<file path="src/rtl/sig_pulse_meter.sv">
`default_nettype none
// ============================================================================
//  Module   : sig_pulse_meter
//  Purpose  : Measures sig1 period, sig1 high width and sig2-rise lag (in clk
//             cycles) while the sig3 gate is high; publishes results with a
//             one-cycle meas_valid strobe.
//  Options  : PULSE_METER_SYNC_EN - 2-flop synchronizer on sig1/sig2/sig3
//             (otherwise a single sampling register, one cycle less latency).
//  Revision : 1.0 - initial release
// ============================================================================
module sig_pulse_meter #(
    parameter int CNT_W = 8
) (
    input  logic             clk,
    input  logic             rst,
    input  logic             sig1,
    input  logic             sig2,
    input  logic             sig3,
    output logic             meas_valid,
    output logic [CNT_W-1:0] period,
    output logic [CNT_W-1:0] high_w,
    output logic [CNT_W-1:0] lag,
    output logic             lag_valid,
    output logic [CNT_W-1:0] meas_cnt,
    output logic             sat_err
);

    localparam logic [CNT_W-1:0] C_CNT_MAX = '1;
    localparam logic [CNT_W-1:0] C_CNT_ONE = CNT_W'(1);

    typedef enum logic [1:0] {
        ST_IDLE = 2'd0,
        ST_ARM  = 2'd1,
        ST_MEAS = 2'd2
    } state_t;

    // Sampled inputs, bit order {sig3, sig2, sig1}
    logic [2:0] r_samp;

`ifdef PULSE_METER_SYNC_EN
    logic [2:0] r_meta;

    // Two-flop synchronizer for sources not launched on the rising clk edge
    always_ff @(posedge clk or negedge rst) begin
        if (!rst) begin
            r_meta <= '0;
            r_samp <= '0;
        end else begin
            r_meta <= {sig3, sig2, sig1};
            r_samp <= r_meta;
        end
    end
`else
    // Single sampling register; inputs are assumed synchronous to clk
    always_ff @(posedge clk or negedge rst) begin
        if (!rst) begin
            r_samp <= '0;
        end else begin
            r_samp <= {sig3, sig2, sig1};
        end
    end
`endif

    logic w_s1, w_s2, w_s3;
    logic r_s1_d, r_s2_d;
    logic w_r1, w_f1, w_r2;

    assign w_s1 = r_samp[0];
    assign w_s2 = r_samp[1];
    assign w_s3 = r_samp[2];

    // One delay register per waveform for edge detection
    always_ff @(posedge clk or negedge rst) begin
        if (!rst) begin
            r_s1_d <= 1'b0;
            r_s2_d <= 1'b0;
        end else begin
            r_s1_d <= w_s1;
            r_s2_d <= w_s2;
        end
    end

    assign w_r1 = w_s1 & ~r_s1_d;
    assign w_f1 = ~w_s1 & r_s1_d;
    assign w_r2 = w_s2 & ~r_s2_d;

    state_t           r_state;
    logic [CNT_W-1:0] r_cnt;
    logic [CNT_W-1:0] r_hw_tmp;
    logic [CNT_W-1:0] r_lag_tmp;
    logic             r_flag;
    logic             r_meas_valid;
    logic [CNT_W-1:0] r_period;
    logic [CNT_W-1:0] r_high_w;
    logic [CNT_W-1:0] r_lag;
    logic             r_lag_valid;
    logic [CNT_W-1:0] r_meas_cnt;
    logic             r_sat_err;

    // Measurement FSM: cycle counter, per-period captures and result registers
    always_ff @(posedge clk or negedge rst) begin
        if (!rst) begin
            r_state      <= ST_IDLE;
            r_cnt        <= '0;
            r_hw_tmp     <= '0;
            r_lag_tmp    <= '0;
            r_flag       <= 1'b0;
            r_meas_valid <= 1'b0;
            r_period     <= '0;
            r_high_w     <= '0;
            r_lag        <= '0;
            r_lag_valid  <= 1'b0;
            r_meas_cnt   <= '0;
            r_sat_err    <= 1'b0;
        end else begin
            r_meas_valid <= 1'b0;
            if (!w_s3) begin
                // Gate closed: abandon any partial period
                r_state <= ST_IDLE;
                r_cnt   <= '0;
                r_flag  <= 1'b0;
            end else begin
                case (r_state)
                    ST_IDLE: begin
                        r_cnt   <= '0;
                        r_state <= ST_ARM;
                    end
                    ST_ARM: begin
                        if (w_r1) begin
                            // First rise only opens a period; nothing to publish yet
                            r_cnt     <= C_CNT_ONE;
                            r_flag    <= w_r2;
                            r_lag_tmp <= '0;
                            r_state   <= ST_MEAS;
                        end
                    end
                    ST_MEAS: begin
                        if (w_r1) begin
                            // Close the period (r1 wins over saturation) and reopen
                            r_period     <= r_cnt;
                            r_high_w     <= r_hw_tmp;
                            r_lag        <= r_lag_tmp;
                            r_lag_valid  <= r_flag;
                            r_meas_valid <= 1'b1;
                            r_meas_cnt   <= r_meas_cnt + C_CNT_ONE;
                            r_cnt        <= C_CNT_ONE;
                            r_flag       <= w_r2;
                            r_lag_tmp    <= '0;
                        end else if (r_cnt == C_CNT_MAX) begin
                            r_sat_err <= 1'b1;
                            r_cnt     <= '0;
                            r_state   <= ST_ARM;
                        end else begin
                            r_cnt <= r_cnt + C_CNT_ONE;
                            if (w_f1) begin
                                r_hw_tmp <= r_cnt;
                            end
                            if (w_r2 && !r_flag) begin
                                r_lag_tmp <= r_cnt;
                                r_flag    <= 1'b1;
                            end
                        end
                    end
                    default: begin
                        r_state <= ST_IDLE;
                        r_cnt   <= '0;
                    end
                endcase
            end
        end
    end

    assign meas_valid = r_meas_valid;
    assign period     = r_period;
    assign high_w     = r_high_w;
    assign lag        = r_lag;
    assign lag_valid  = r_lag_valid;
    assign meas_cnt   = r_meas_cnt;
    assign sat_err    = r_sat_err;

endmodule
`default_nettype wire
</file>
<file path="config.mk">
export PLATFORM = sky130hd
export DESIGN_NAME = sig_pulse_meter
export DESIGN_NICKNAME = d
export VERILOG_FILES = /design/src/rtl/sig_pulse_meter.sv
export SDC_FILE = /design/constraint.sdc
export NUM_CORES = 1
export LEC_CHECK = 0
export CAP_MARGIN = 20
export CORE_MARGIN = 4
export CORE_UTILIZATION = 50
export CTS_CLUSTER_SIZE = 10
export DETAILED_ROUTE_END_ITERATION = 8
export PLACE_DENSITY = 0.83
export SYNTH_ARGS = -nofsm -noshare
export SYNTH_HDL_FRONTEND = slang
export SYNTH_SLANG_ARGS = --single-unit
export TNS_END_PERCENT = 20
</file>
<file path="constraint.sdc">
create_clock -name clk -period 2.4 [get_ports clk]
set_input_delay 0.36 -clock clk [delete_from_list [all_inputs] [get_ports clk]]
set_output_delay 0.36 -clock clk [all_outputs]
set_load 0.005 [all_outputs]
</file>
Word-level counts from Yosys, hierarchy flattened:

Index checks and enable logic that the tools add are counted.

* mux-type cells: 24
* equal/unequal tests: 12
* bitwise gates (word level): 8
* $add $sub $neg: 2
* reduce and logical (&&, ||, !) cells: 10

Operators with widths (count)
* 2-to-1 mux 8 bit: 8
* case mux 8 bit (2 select lines): 2
* adder 8 x 1 -> 8 bit, second input constant: 2
* inequality test 3 bit, second input constant: 5
* AND reduction 5 bit: 2
* == test 8 bit, second input constant: 1
* 2-to-1 mux 1 bit: 8
* 2-to-1 mux 2 bit: 4
* inequality test 4 bit, second input constant: 2
* AND reduction 4 bit: 2
* case mux 2 bit (3 select lines): 1
* AND reduction 3 bit: 2
* NOT 1 bit: 5
* bitwise AND 1 bit: 3
* inequality test 3 x 1 -> 1 bit, second input constant: 1
* == test 2 x 1 -> 1 bit, second input constant: 1
* == test 2 bit, second input constant: 1
* zero test 2 bit: 1
* inequality test 2 bit, second input constant: 1
* case mux 1 bit (2 select lines): 1
* nonzero test 2 bit: 1
* logical AND 1 bit: 1
* zero test 1 bit: 1

* output and inout bits: 35
* register bits: 67
* bits of input ports: 5
* logic and storage cells: 71

Longest topological paths before layout:

* depth in word-level cells: 8
* depth in mapped cells: 7

Least setup slack after synthesis:

No wires, ideal clock.

* kind: flip-flop to flip-flop
* start point: register r_cnt[0]
* end point: register r_hw_tmp[0]
* cell stages (with the launch flop): 7
* arrival: 1.930 ns
* data required time: 2.275 ns
* path slack: 0.345 ns
* setup time: 0.125 ns
* cell sequence: dfrtp_1 ha_1 and3_4 and2_4 or4b_1 buf_6 mux2_4

* cells in the longest elaborated chain, start to end: 3

RTL lines
* start: declaration: RTL line 88 `logic [CNT_W-1:0] r_cnt;`
* start signal: assignment: RTL line 154 `r_cnt <= r_cnt + C_CNT_ONE;`
* == test 8 bit: RTL line 149 `end else if (r_cnt == C_CNT_MAX) begin`
* NOT 1 bit (no line)
* AND reduction 5 bit (no line)
* end signal: assignment: RTL line 156 `r_hw_tmp <= r_cnt;`
* end: declaration: RTL line 89 `logic [CNT_W-1:0] r_hw_tmp;`

Parallel ways exist; a longest one is shown, timed or not.
A chain may end at the register's enable or synchronous reset.

Worst setup path in the final report:

* start point: register r_cnt[1]
* end point: register r_hw_tmp[4]

* cells in the longest elaborated chain, start to end: 3

RTL lines (RTL line)
* == test 8 bit: 149
* NOT 1 bit (no line)
* AND reduction 5 bit (no line)

No other way between the ends.

==> results_dict.tcl <==
set metrics [dict create \
    outcome "complete, but fails checks" \
    violations "hold timing" \
    viasPerCell 5.23 \
    setup-tns-final_ns 0 \
    coreArea_um2 5540 \
    dieArea_um2 7020 \
    layout-drive-gt1-share_pct 13.3 \
    finalHoldViolCount 9 \
    yosysWarnings 0 \
    clock-skew-final_ns 0.0115 \
    io_pins 40 \
    critical_path_buf_inv_count 1 \
    row_count 27 \
    grt_pass1_vias 2107 \
    post_drt_wl_per_cell_um 14.3 \
    syn_inst 279 \
    syn-cell-area_um2 2870 \
    ant_nets 0 \
    globalplace.congestion 0.907 \
    hp-class "primary input to async pin" \
    wirelength_mm 5.87 \
    ctsResizeCount 0 \
    endpoint_kind "register" \
    synth-main-ff-cell "dfrtp_1" \
    cts_tree "built" \
    cap_violations 0 \
    slew_viol_final 0 \
    cp_top_family "simple AND/OR/NAND/NOR gates" \
    synth_cell_type_count 40 \
    cp.arrival_ns 2.38 \
    vias 2146 \
    irDropWorstVdd_mv 0.365 \
    grt.total_usage_pct 18.1 \
    clk_latency_ns 0.34 \
    cpMaxStageDelayCell "or4b_1" \
    cts.sinks 67 \
    crit_type "register to register" \
    power_density_nw_per_um2 676 \
    pre_cts_slack_ns 0.253 \
    path_clk_slew_ns 0.07 \
    instances_no_fill 410 \
    syn-num-nets 289 \
    crit_chain "ha_1 -> and3_4 -> and2_4 -> or4b_1 -> buf_4 -> mux2_4" \
    hold_buffers 0 \
    max_stage_delay_ns 0.50 \
    antenna_cells 0 \
    fp.dieW_um 83.8 \
    final_nets 343 \
    start_util_pct 51.9 \
    synth_largest_area_cell "dfrtp_1" \
    fin_crit_sh_pct 90.2 \
    cp.required_ns 2.62 \
    slew-limit-headroom_pct 56.4 \
    synth-seq-area-share_pct 58.4 \
    antenna_found_initial 0 \
    syn_area_per_cell_um2 10.3 \
    finalCriticalPeriod_ns 2.16 \
    synth_area_leaders "dfrtp_1 58%, nand2_1 12%, mux2_4 4.2%, nand3_1 2.3%, ha_1 2.2%" \
    grt_pass1_wl_mm 10.3 \
    root_buffer "clkbuf_8" \
    yosysMostFrequentCell "nand2_1" \
    synth_common_cells "94 x nand2_1, 67 x dfrtp_1, 13 x nand3_1, 10 x o21ai_0" \
    synthArstFlopShare_pct 100 \
    timing.hold.ws_ns -0.00781 \
    cp_max_fo 8 \
    final_area_um2 3580 \
    cts_buffers 9 \
    post-synth-top-area-fraction_pct 58.4 \
    setup_viol 0 \
    fin_ws_ns 0.236 \
    post_dp_cell_area_um2 3410 \
    port_buffers 39 \
    drt_pass1_iterations 4 \
    cts_setup_buffers 0 \
    synth-edff-count 0 \
    rsz0062_at_grt "no" \
    cts_max_path_buffers 2 \
    gr-total-overflow 0 \
    power_leakage_uw 0.00176 \
    ctsHtreeMaxLevel 3 \
    die_h_um 83.8 \
    drtIter0Drc 108 \
    dp.cells 394 \
    grt_max_degree 28 \
    ys_seq_elements 67 \
    syn_to_final_growth_pct 24.5 \
    startpoint_type "register" \
    tightest_slew_ns 0.652 \
    fmax_mhz 462 \
    dp_hpwl_mm 4.23 \
    drc 0 \
]
flip-flops by register name, indices dropped and copies added (netlist names):
signal / cells
high_w: 8
lag: 8
lag_valid: 1
meas_cnt: 8
meas_valid: 1
period: 8
r_cnt: 8
r_flag: 1
r_hw_tmp: 8
r_lag_tmp: 8
r_s1_d: 1
r_s2_d: 1
r_samp: 3
r_state: 2
sat_err: 1
per-layer routing:
layer / GRT usage (%) / wire length [um] / vias to the layer above
li1: - / - / 1043
met1: 25.5 / 2840 / 1050
met2: 28.4 / 2710 / 44
met3: 3.26 / 242 / 9
met4: 6.14 / 83 / 0
met5: 0 / 0 / -
area by class of cell:
class,instances,area (um^2)
tap,72,90.1
multi-input combinational,198,1130
clock inverter,7,45.0
inverter,3,11.3
fill,444,1960
timing repair buffer,54,498
sequential,67,1680
clock buffer,9,124
layout by cell type, fill, tap and decap left out, drive strengths merged, types with 3 or more instances in the layout:
| cell | netlist | final |
|---|---|---|
| nand2b | 5 | 5 |
| clkinv | 0 | 6 |
| mux2 | 8 | 8 |
| xor2 | 3 | 3 |
| xnor2 | 7 | 7 |
| inv | 3 | 3 |
| and3 | 3 | 3 |
| nand2 | 94 | 94 |
| and2 | 4 | 4 |
| clkbuf | 8 | 9 |
| o21ai | 18 | 18 |
| nand3 | 13 | 13 |
| nand3b | 4 | 4 |
| buf | 3 | 16 |
| clkdlybuf4s50 | 0 | 38 |
| a21oi | 3 | 3 |
| nor2 | 7 | 7 |
| dfrtp | 67 | 67 |
| ha | 5 | 5 |
path summary, 6_finish.rpt:
path / from / end / slack, ns / cells after the start
worst max-delay path: r_cnt[1] / r_hw_tmp[4] / 0.24 / 6
worst min-delay path: rst / r_hw_tmp[2] / -0.008 / 1
worst max register to register: r_cnt[1] / r_hw_tmp[4] / 0.24 / 6
worst min register to register: r_samp[1] / r_s2_d / 0.40 / 0
max in group asynchronous: rst / r_cnt[2] / 1.70 / 2
min in group clk: r_samp[1] / r_s2_d / 0.40 / 0
through the flow:
stage / power, uW / util, %
6_report: 2420 / 64.5
5_1_grt: 2560 / 64.5
4_1_cts: 2440 / 64.5
3_5_place_dp: 1640 / 61.5
3_3_place_gp: 1630 / 61.5
2_1_floorplan: 1470 / -
worst reg2reg max path, delay by kind of cell (launching register included):
kind	cells	cell delay [ns]
buf+inv	1	0.20
simple gates	3	0.86
fa+ha+maj	1	0.26
flops	1	0.43
mux	1	0.30
power by group:
group          switching (uW)  leakage (uW)  internal [uW]  total [uW]
Sequential               39.8      0.000920           1180        1220
Clock                     434     0.0000887            370         804
Combinational             225      0.000750            172         397
logic make-up (layout without fill, tap and decap cells):
group / count (synthesis) / in the layout / share of synthesized area (%)
xor+xnor: 10 / 10 / 3.05
mux: 10 / 10 / 4.88
compound gates: 30 / 30 / 6.49
fa+ha+maj: 5 / 5 / 2.18
flops: 67 / 67 / 58.4
buf+inv: 14 / 73 / 2.26
simple gates: 143 / 143 / 22.8
Note: power is estimated with default switching activity, not from simulation.
